## src/rtl/cpu_ctrl_fsm.sv

```systemverilog
// Purpose : multi-cycle control FSM behind the instruction decoder. It drives nsel, vsel,
//           the datapath load enables, asel/bsel and write, and keeps a retired counter
//           and a sticky undefined-instruction flag.
// Latency : w is low for this many cycles after s is sampled: MOV imm 2, MOV shift/MVN 4,
//           CMP 4, ADD/AND 5, undefined 2.
// Backpressure: w=1 only in WAIT. s is sampled in WAIT and ignored in every other state.
//           Holding s high issues back to back, with exactly one WAIT cycle between
//           instructions.
//
// Optional feature macro: HALT_EN
//   Defined   : opcode 111 enters HALT. HALT holds w=0 and halted=1 and is left only by reset.
//   Undefined : opcode 111 is undefined and goes to ERR. halted is tied to 0.
//
// Ports:
//   clk, rst_n         clock; asynchronous active-low reset
//   s                  start request, sampled only in WAIT
//   opcode[2:0], op[1:0]  decoder fields, latched when an instruction is issued
//   w                  ready/wait (1 in WAIT)
//   nsel[1:0]          register select to the decoder (00=Rm, 01=Rd, 10=Rn)
//   vsel[1:0]          writeback mux (00=C, 01=PC, 10=sximm8, 11=mdata)
//   loada/loadb/loadc/loads  datapath load enables
//   asel, bsel         ALU operand selects
//   write              register-file write enable
//   err                sticky undefined-instruction flag
//   retired[CNT_W-1:0] completed-instruction count, wraps modulo 2^CNT_W
//   halted             1 in HALT (HALT_EN builds only)

module cpu_ctrl_fsm #(
  parameter int CNT_W = 16
) (
  input  logic             clk,
  input  logic             rst_n,
  input  logic             s,
  input  logic [2:0]       opcode,
  input  logic [1:0]       op,
  output logic             w,
  output logic [1:0]       nsel,
  output logic [1:0]       vsel,
  output logic             loada,
  output logic             loadb,
  output logic             loadc,
  output logic             loads,
  output logic             asel,
  output logic             bsel,
  output logic             write,
  output logic             err,
  output logic [CNT_W-1:0] retired,
  output logic             halted
);

  localparam logic [3:0] S_WAIT   = 4'd0;
  localparam logic [3:0] S_DECODE = 4'd1;
  localparam logic [3:0] S_GET_A  = 4'd2;
  localparam logic [3:0] S_GET_B  = 4'd3;
  localparam logic [3:0] S_ALU    = 4'd4;
  localparam logic [3:0] S_CMP    = 4'd5;
  localparam logic [3:0] S_WR_REG = 4'd6;
  localparam logic [3:0] S_WR_IMM = 4'd7;
  localparam logic [3:0] S_ERR    = 4'd8;
`ifdef HALT_EN
  localparam logic [3:0] S_HALT   = 4'd9;
`endif

  logic [3:0]       state;
  logic [3:0]       next_state;
  logic [2:0]       opc_q;
  logic [1:0]       op_q;
  logic             err_q;
  logic [CNT_W-1:0] retired_q;
  logic             issue;
  logic             retire;

  assign issue  = (state == S_WAIT) && s;
  // Every one of these states hands back to WAIT on the next edge, so its
  // presence marks the completing cycle of a retiring instruction.
  assign retire = (state == S_WR_REG) || (state == S_WR_IMM) || (state == S_CMP);

  // Next-state logic. Decode and the operand-path branches look only at the
  // fields captured at issue, so the decoder may move on freely once s is taken.
  always_comb begin
    next_state = S_WAIT;
    case (state)
      S_WAIT:   next_state = s ? S_DECODE : S_WAIT;
      S_DECODE: begin
        case ({opc_q, op_q})
          5'b110_10:                       next_state = S_WR_IMM;
          5'b110_00, 5'b101_11:            next_state = S_GET_B;
          5'b101_00, 5'b101_01, 5'b101_10: next_state = S_GET_A;
          default: begin
            next_state = S_ERR;
`ifdef HALT_EN
            if (opc_q == 3'b111) next_state = S_HALT;
`endif
          end
        endcase
      end
      S_GET_A:  next_state = S_GET_B;
      S_GET_B:  next_state = (op_q == 2'b01) ? S_CMP : S_ALU;
      S_ALU:    next_state = S_WR_REG;
      S_CMP:    next_state = S_WAIT;
      S_WR_REG: next_state = S_WAIT;
      S_WR_IMM: next_state = S_WAIT;
      S_ERR:    next_state = S_WAIT;
`ifdef HALT_EN
      S_HALT:   next_state = S_HALT;
`endif
      default:  next_state = S_WAIT;
    endcase
  end

  always_ff @(posedge clk or negedge rst_n) begin
    if (!rst_n) begin
      state <= S_WAIT;
    end else begin
      state <= next_state;
    end
  end

  always_ff @(posedge clk or negedge rst_n) begin
    if (!rst_n) begin
      opc_q <= 3'b000;
      op_q  <= 2'b00;
    end else if (issue) begin
      opc_q <= opcode;
      op_q  <= op;
    end
  end

  // err is raised on leaving ERR and held until reset.
  always_ff @(posedge clk or negedge rst_n) begin
    if (!rst_n) begin
      err_q <= 1'b0;
    end else if (state == S_ERR) begin
      err_q <= 1'b1;
    end
  end

  always_ff @(posedge clk or negedge rst_n) begin
    if (!rst_n) begin
      retired_q <= '0;
    end else if (retire) begin
      retired_q <= retired_q + CNT_W'(1);
    end
  end

  // Moore outputs, decoded from the state register alone.
  always_comb begin
    w     = 1'b0;
    nsel  = 2'b01;
    vsel  = 2'b00;
    loada = 1'b0;
    loadb = 1'b0;
    loadc = 1'b0;
    loads = 1'b0;
    asel  = 1'b0;
    bsel  = 1'b0;
    write = 1'b0;
    case (state)
      S_WAIT:   w = 1'b1;
      S_GET_A: begin
        nsel  = 2'b10;
        loada = 1'b1;
      end
      S_GET_B: begin
        nsel  = 2'b00;
        loadb = 1'b1;
      end
      S_ALU: begin
        loadc = 1'b1;
        // MOV shift and MVN take no A operand, so force the ALU A input to zero.
        asel  = ((opc_q == 3'b110) && (op_q == 2'b00)) ||
                ((opc_q == 3'b101) && (op_q == 2'b11));
      end
      S_CMP:    loads = 1'b1;
      S_WR_REG: begin
        nsel  = 2'b01;
        vsel  = 2'b00;
        write = 1'b1;
      end
      S_WR_IMM: begin
        nsel  = 2'b10;
        vsel  = 2'b10;
        write = 1'b1;
      end
      default: ;
    endcase
  end

  assign err     = err_q;
  assign retired = retired_q;

`ifdef HALT_EN
  assign halted = (state == S_HALT);
`else
  assign halted = 1'b0;
`endif

endmodule

```

## config.mk

```make
export PLATFORM = sky130hd
export DESIGN_NAME = cpu_ctrl_fsm
export DESIGN_NICKNAME = d
export VERILOG_FILES = /design/src/rtl/cpu_ctrl_fsm.sv
export SDC_FILE = /design/constraint.sdc
export NUM_CORES = 1
export LEC_CHECK = 0
export BUFFER_PORTS_ARGS = -buffer_cell sky130_fd_sc_hd__buf_2
export CORE_MARGIN = 2
export CORE_UTILIZATION = 45
export DETAILED_ROUTE_END_ITERATION = 16
export GPL_ROUTABILITY_DRIVEN = 0
export GPL_TIMING_DRIVEN = 1
export PLACE_DENSITY = 0.74
export SLEW_MARGIN = 40
export SYNTH_ARGS = -nofsm -noshare
export SYNTH_HDL_FRONTEND = slang
export SYNTH_SLANG_ARGS = --single-unit
```

## constraint.sdc

```tcl
create_clock -name clk -period 1.3 [get_ports clk]
set_input_delay 0.26 -clock clk [delete_from_list [all_inputs] [get_ports clk]]
set_output_delay 0.26 -clock clk [all_outputs]
set_load 0.02 [all_outputs]
```

==> parameters.txt <==
Parameter                              Value

Clocking
  CTS clock-pin slew for the worst setup and hold paths ... ~150 ps
  CTS Buf Count ... 3
  Source-to-sink clock delay at the later pin of the worst-skew pair ... between 300 and 400 ps
  CTS HTree Levels ... 1
  Clock root buffer ... clkbuf_4
  Clock tree from TritonCTS ... done
  Buffer depth of the longest clock path ... 2
  Sinks on Clock Net ... 26

Layout
  Diode count ... 0
  Layout cell share with drive strength beyond 1 ... 69.67%
  Net total in the final layout ... around 220
  Most frequent standard cell in the layout excluding fill and tap cells ... buf_4
  Post-synthesis to final-layout area growth ... 88.55%
  Post-route cell area ... about 0.0024 mm2
  Filler-free cell count of the finished design ... 242
  Post-layout utilization of the core ... between 80% and 90%
  Most used cells in the layout excluding fill and tap cells ... buf_4, buf_6, dfrtp_1, buf_2

Drt
  Detail Route met2 WL ... roughly 2400 um
  Met3 Wirelength ... between 150 and 200 um
  Routed length on met1 ... roughly 1700 um
  Uppermost routed layer ... met4
  Number of iterations in the first detailed-routing pass ... 4
  Remaining antenna violation count after routing ... 0
  Drt via density ... between 5 and 6
  Drt first-iter violations ... 40
  Final WL ... between 4000 and 5000 um
  Total number of vias ... 1289
  Wirelength per Cell ... 17.83 um
  Remaining DRCs ... 0

Timing
  Period utilization ... 138.8%
  Setup WS post-layout ... -504.1 ps
  Final number of setup-violating endpoints ... 38
  Worst Clk Skew ... 12.35 ps
  Tightest Pin Transition ... roughly 610 ps
  Accumulated negative setup slack ... -10240 ps
  Hold Vio Cnt, Final ... 0
  Final Max Slew Viols ... 0
  Minimum clock period ... ~1800 ps
  RSZ-0062 raised after global routing ... true
  Hold_ws ... between 100 and 150 ps
  Relative slew slack ... approximately 60%
  Maximum clock frequency ... between 500 and 600 MHz

Floorplan
  Area of the core region ... approximately 0.0027 mm2
  Number of top-level pins ... 38
  Initial Utilization ... a little under half
  Full die area ... approximately 0.0032 mm2
  DIE WIDTH ... around 57 um
  Die extent in y ... ~57 um
  FP Rows ... 19

Global route
  Largest net degree at the start of global routing ... 27
  First-pass GRT wire length ... 5747 um
  Via count of the first global-routing pass ... 1226
  Total global routing overflow ... 0
  Total GRT Usage ... 22.99%
  Initial antenna violation count ... 0

Setup path
  Launching element type of the critical path ... register
  CP required ... approximately 1000 ps
  Category of the most critical setup path ... reg2out
  Worst EP arrival ... between 1500 and 2000 ps
  FF-to-FF path depth ... 9
  Launching element of the worst setup path ... state[3]
  Last element of the critical path ... nsel[1]
  Highest net fanout along the worst path ... 4
  Setup slack of the worst register-to-register path ... -400 ps
  End of the worst register-to-register path ... retired[10]
  CP Capture Type ... output port
  Critical register-to-register path startpoint ... state[1]

Power and ir drop
  Internal power summed over all cells ... 2.902 mW
  Clock share of power ... between 10 and 15%
  Switching component of the power ... 1.755 mW
  Total design power ... ~4.7 mW
  Leakage ... roughly 1.1 nW
  Worst vdd ir ... roughly 1.9 mV
  Sw Share ... 37.68%
  Power density over the cells ... 1966 mW/mm2
  Power share of the combinational group ... 60.9%
  Share of total power in sequential cells ... 26.4%

Synth
  Number of distinct library cells after synthesis ... 32
  Yosys warning count ... 0
  Largest cells by area after synthesis ... dfrtp_1, xnor2_1, mux2_2, nand4_1, nand3_1
  Post-Synthesis Mean Instance Area ... 11.02 um2
  Post-Synthesis Cell Area ... ~0.0013 mm2
  Main combinational cell family by area after synthesis ... simple AND/OR/NAND/NOR gates
  Multiplexer share of the synthesized area ... 5.378%
  XOR/XNOR share of the synthesized area ... a little over a tenth
  Top flip-flop cell by instance count after synthesis ... dfrtp_1
  Top cell type's share of synthesized area ... about half
  Complex-gate fraction of the synthesized area ... ~5.5%
  Count of state elements after synthesis ... 26
  Synthesized-area fraction occupied by adder cells ... 0.9960%
  Cell count after synthesis ... around 110
  Proportion of synthesized flip-flops having asynchronous set or reset ... 100.0%
  Post-synthesis share of cell area spent on and, or, nand and nor gates ... 22.31%
  Number of enable flip-flop cells after synthesis ... 0
  Proportion of synthesized chip area in sequential cells ... between 50% and 60%
  Post-synthesis cell type with the largest combined area ... dfrtp_1

Run
  Number of max-cap violations ... 0

Outcome
  Failing checks ... setup timing
  Result of the run ... complete, but fails checks

Placement
  Place WS ... -215.9 ps
  Buffers on Ports ... 34
  Placed Area ... ~0.0017 mm2
  Placed insts ... slightly above 200
  Placed wire-length estimate after detailed placement ... between 2000 and 2500 um

Min path
  Number of instances on the worst hold path ... 2
  Worst hold path class ... in2reg
[synth_stat cells (all sizes together) (3+ instances only)]
master and count:
and3 4, dfrtp 26, xnor2 12, o21ai 4, nand3 6, inv 4, nand2 8, buf 3
nor2 6, mux2 6, nor4 4, xor2 3, nand4 6
[state kept, by name (all words and copies together) (netlist names)]
| signal | flops |
|---|---|
| op_q | 2 |
| opc_q | 3 |
| err | 1 |
| retired | 16 |
| state | 4 |
[how the worst min path moves through the flow]
stage          startpoint       end  slack (ps)
2_1_floorplan       rst_n       err         -40
3_3_place_gp        rst_n  opc_q[1]         290
3_5_place_dp        rst_n   op_q[0]         300
4_1_cts             op[0]   op_q[0]         150
5_1_grt         opcode[2]  opc_q[2]         140
6_report            op[1]   op_q[1]         150
[power by group through the flow]
stage                     clock [mW]  combinational [mW]  sequential [mW]
after floorplan                    0               0.737             1.25
after global placement             0                1.37             1.15
after detailed placement           0                1.40             1.17
after CTS                      0.573                2.07             1.17
after global routing           0.619                2.99             1.25
final                          0.588                2.84             1.23
[area by class of cell]
class	count	area, um2
Clock buffer	3	22.52
Clock inverter	1	30.03
Fill cell	136	341.6
Inverter	4	15.01
Multi-Input combinational cell	82	773.2
Sequential cell	26	664.4
Tap cell	31	38.79
Timing Repair Buffer	95	824.5
[critical path, stage by stage, from the launching register on]
cell and delay (ps):
dfrtp_2 470, buf_6 130, nor2b_4 150, nand2_2 100, nor2_4 130, or2_4 130, buf_6 110
[kinds of logic after synthesis]
logic type                 after synthesis
and+or+nand+nor                         47
adders and majority gates                1
other                                    1
AOI/OAI and AO/OA                       10
DFF                                     26
xor gates and xnor gates                15
muxes                                    6
buffers and inverters                    8
[layer usage]
| metal | track usage, % | vias to the layer above |
|---|---|---|
| li1 | - | 589 |
| met1 | 26.60 | 646 |
| met2 | 43.52 | 47 |
| met3 | 2.304 | 7 |
| met4 | 7.973 | 0 |
| met5 | 0 | - |
[repair_timing]
action | 4_1_cts | 5_1_grt
hold buffers | 1 | 0
hold endpoints to repair | 26 | 0
pin swaps | 18 | 20
resized for setup | 72 | 24
setup buffers | 10 | 25
setup endpoints to repair | 42 | 44
Note: power is estimated with default switching activity, not from simulation.
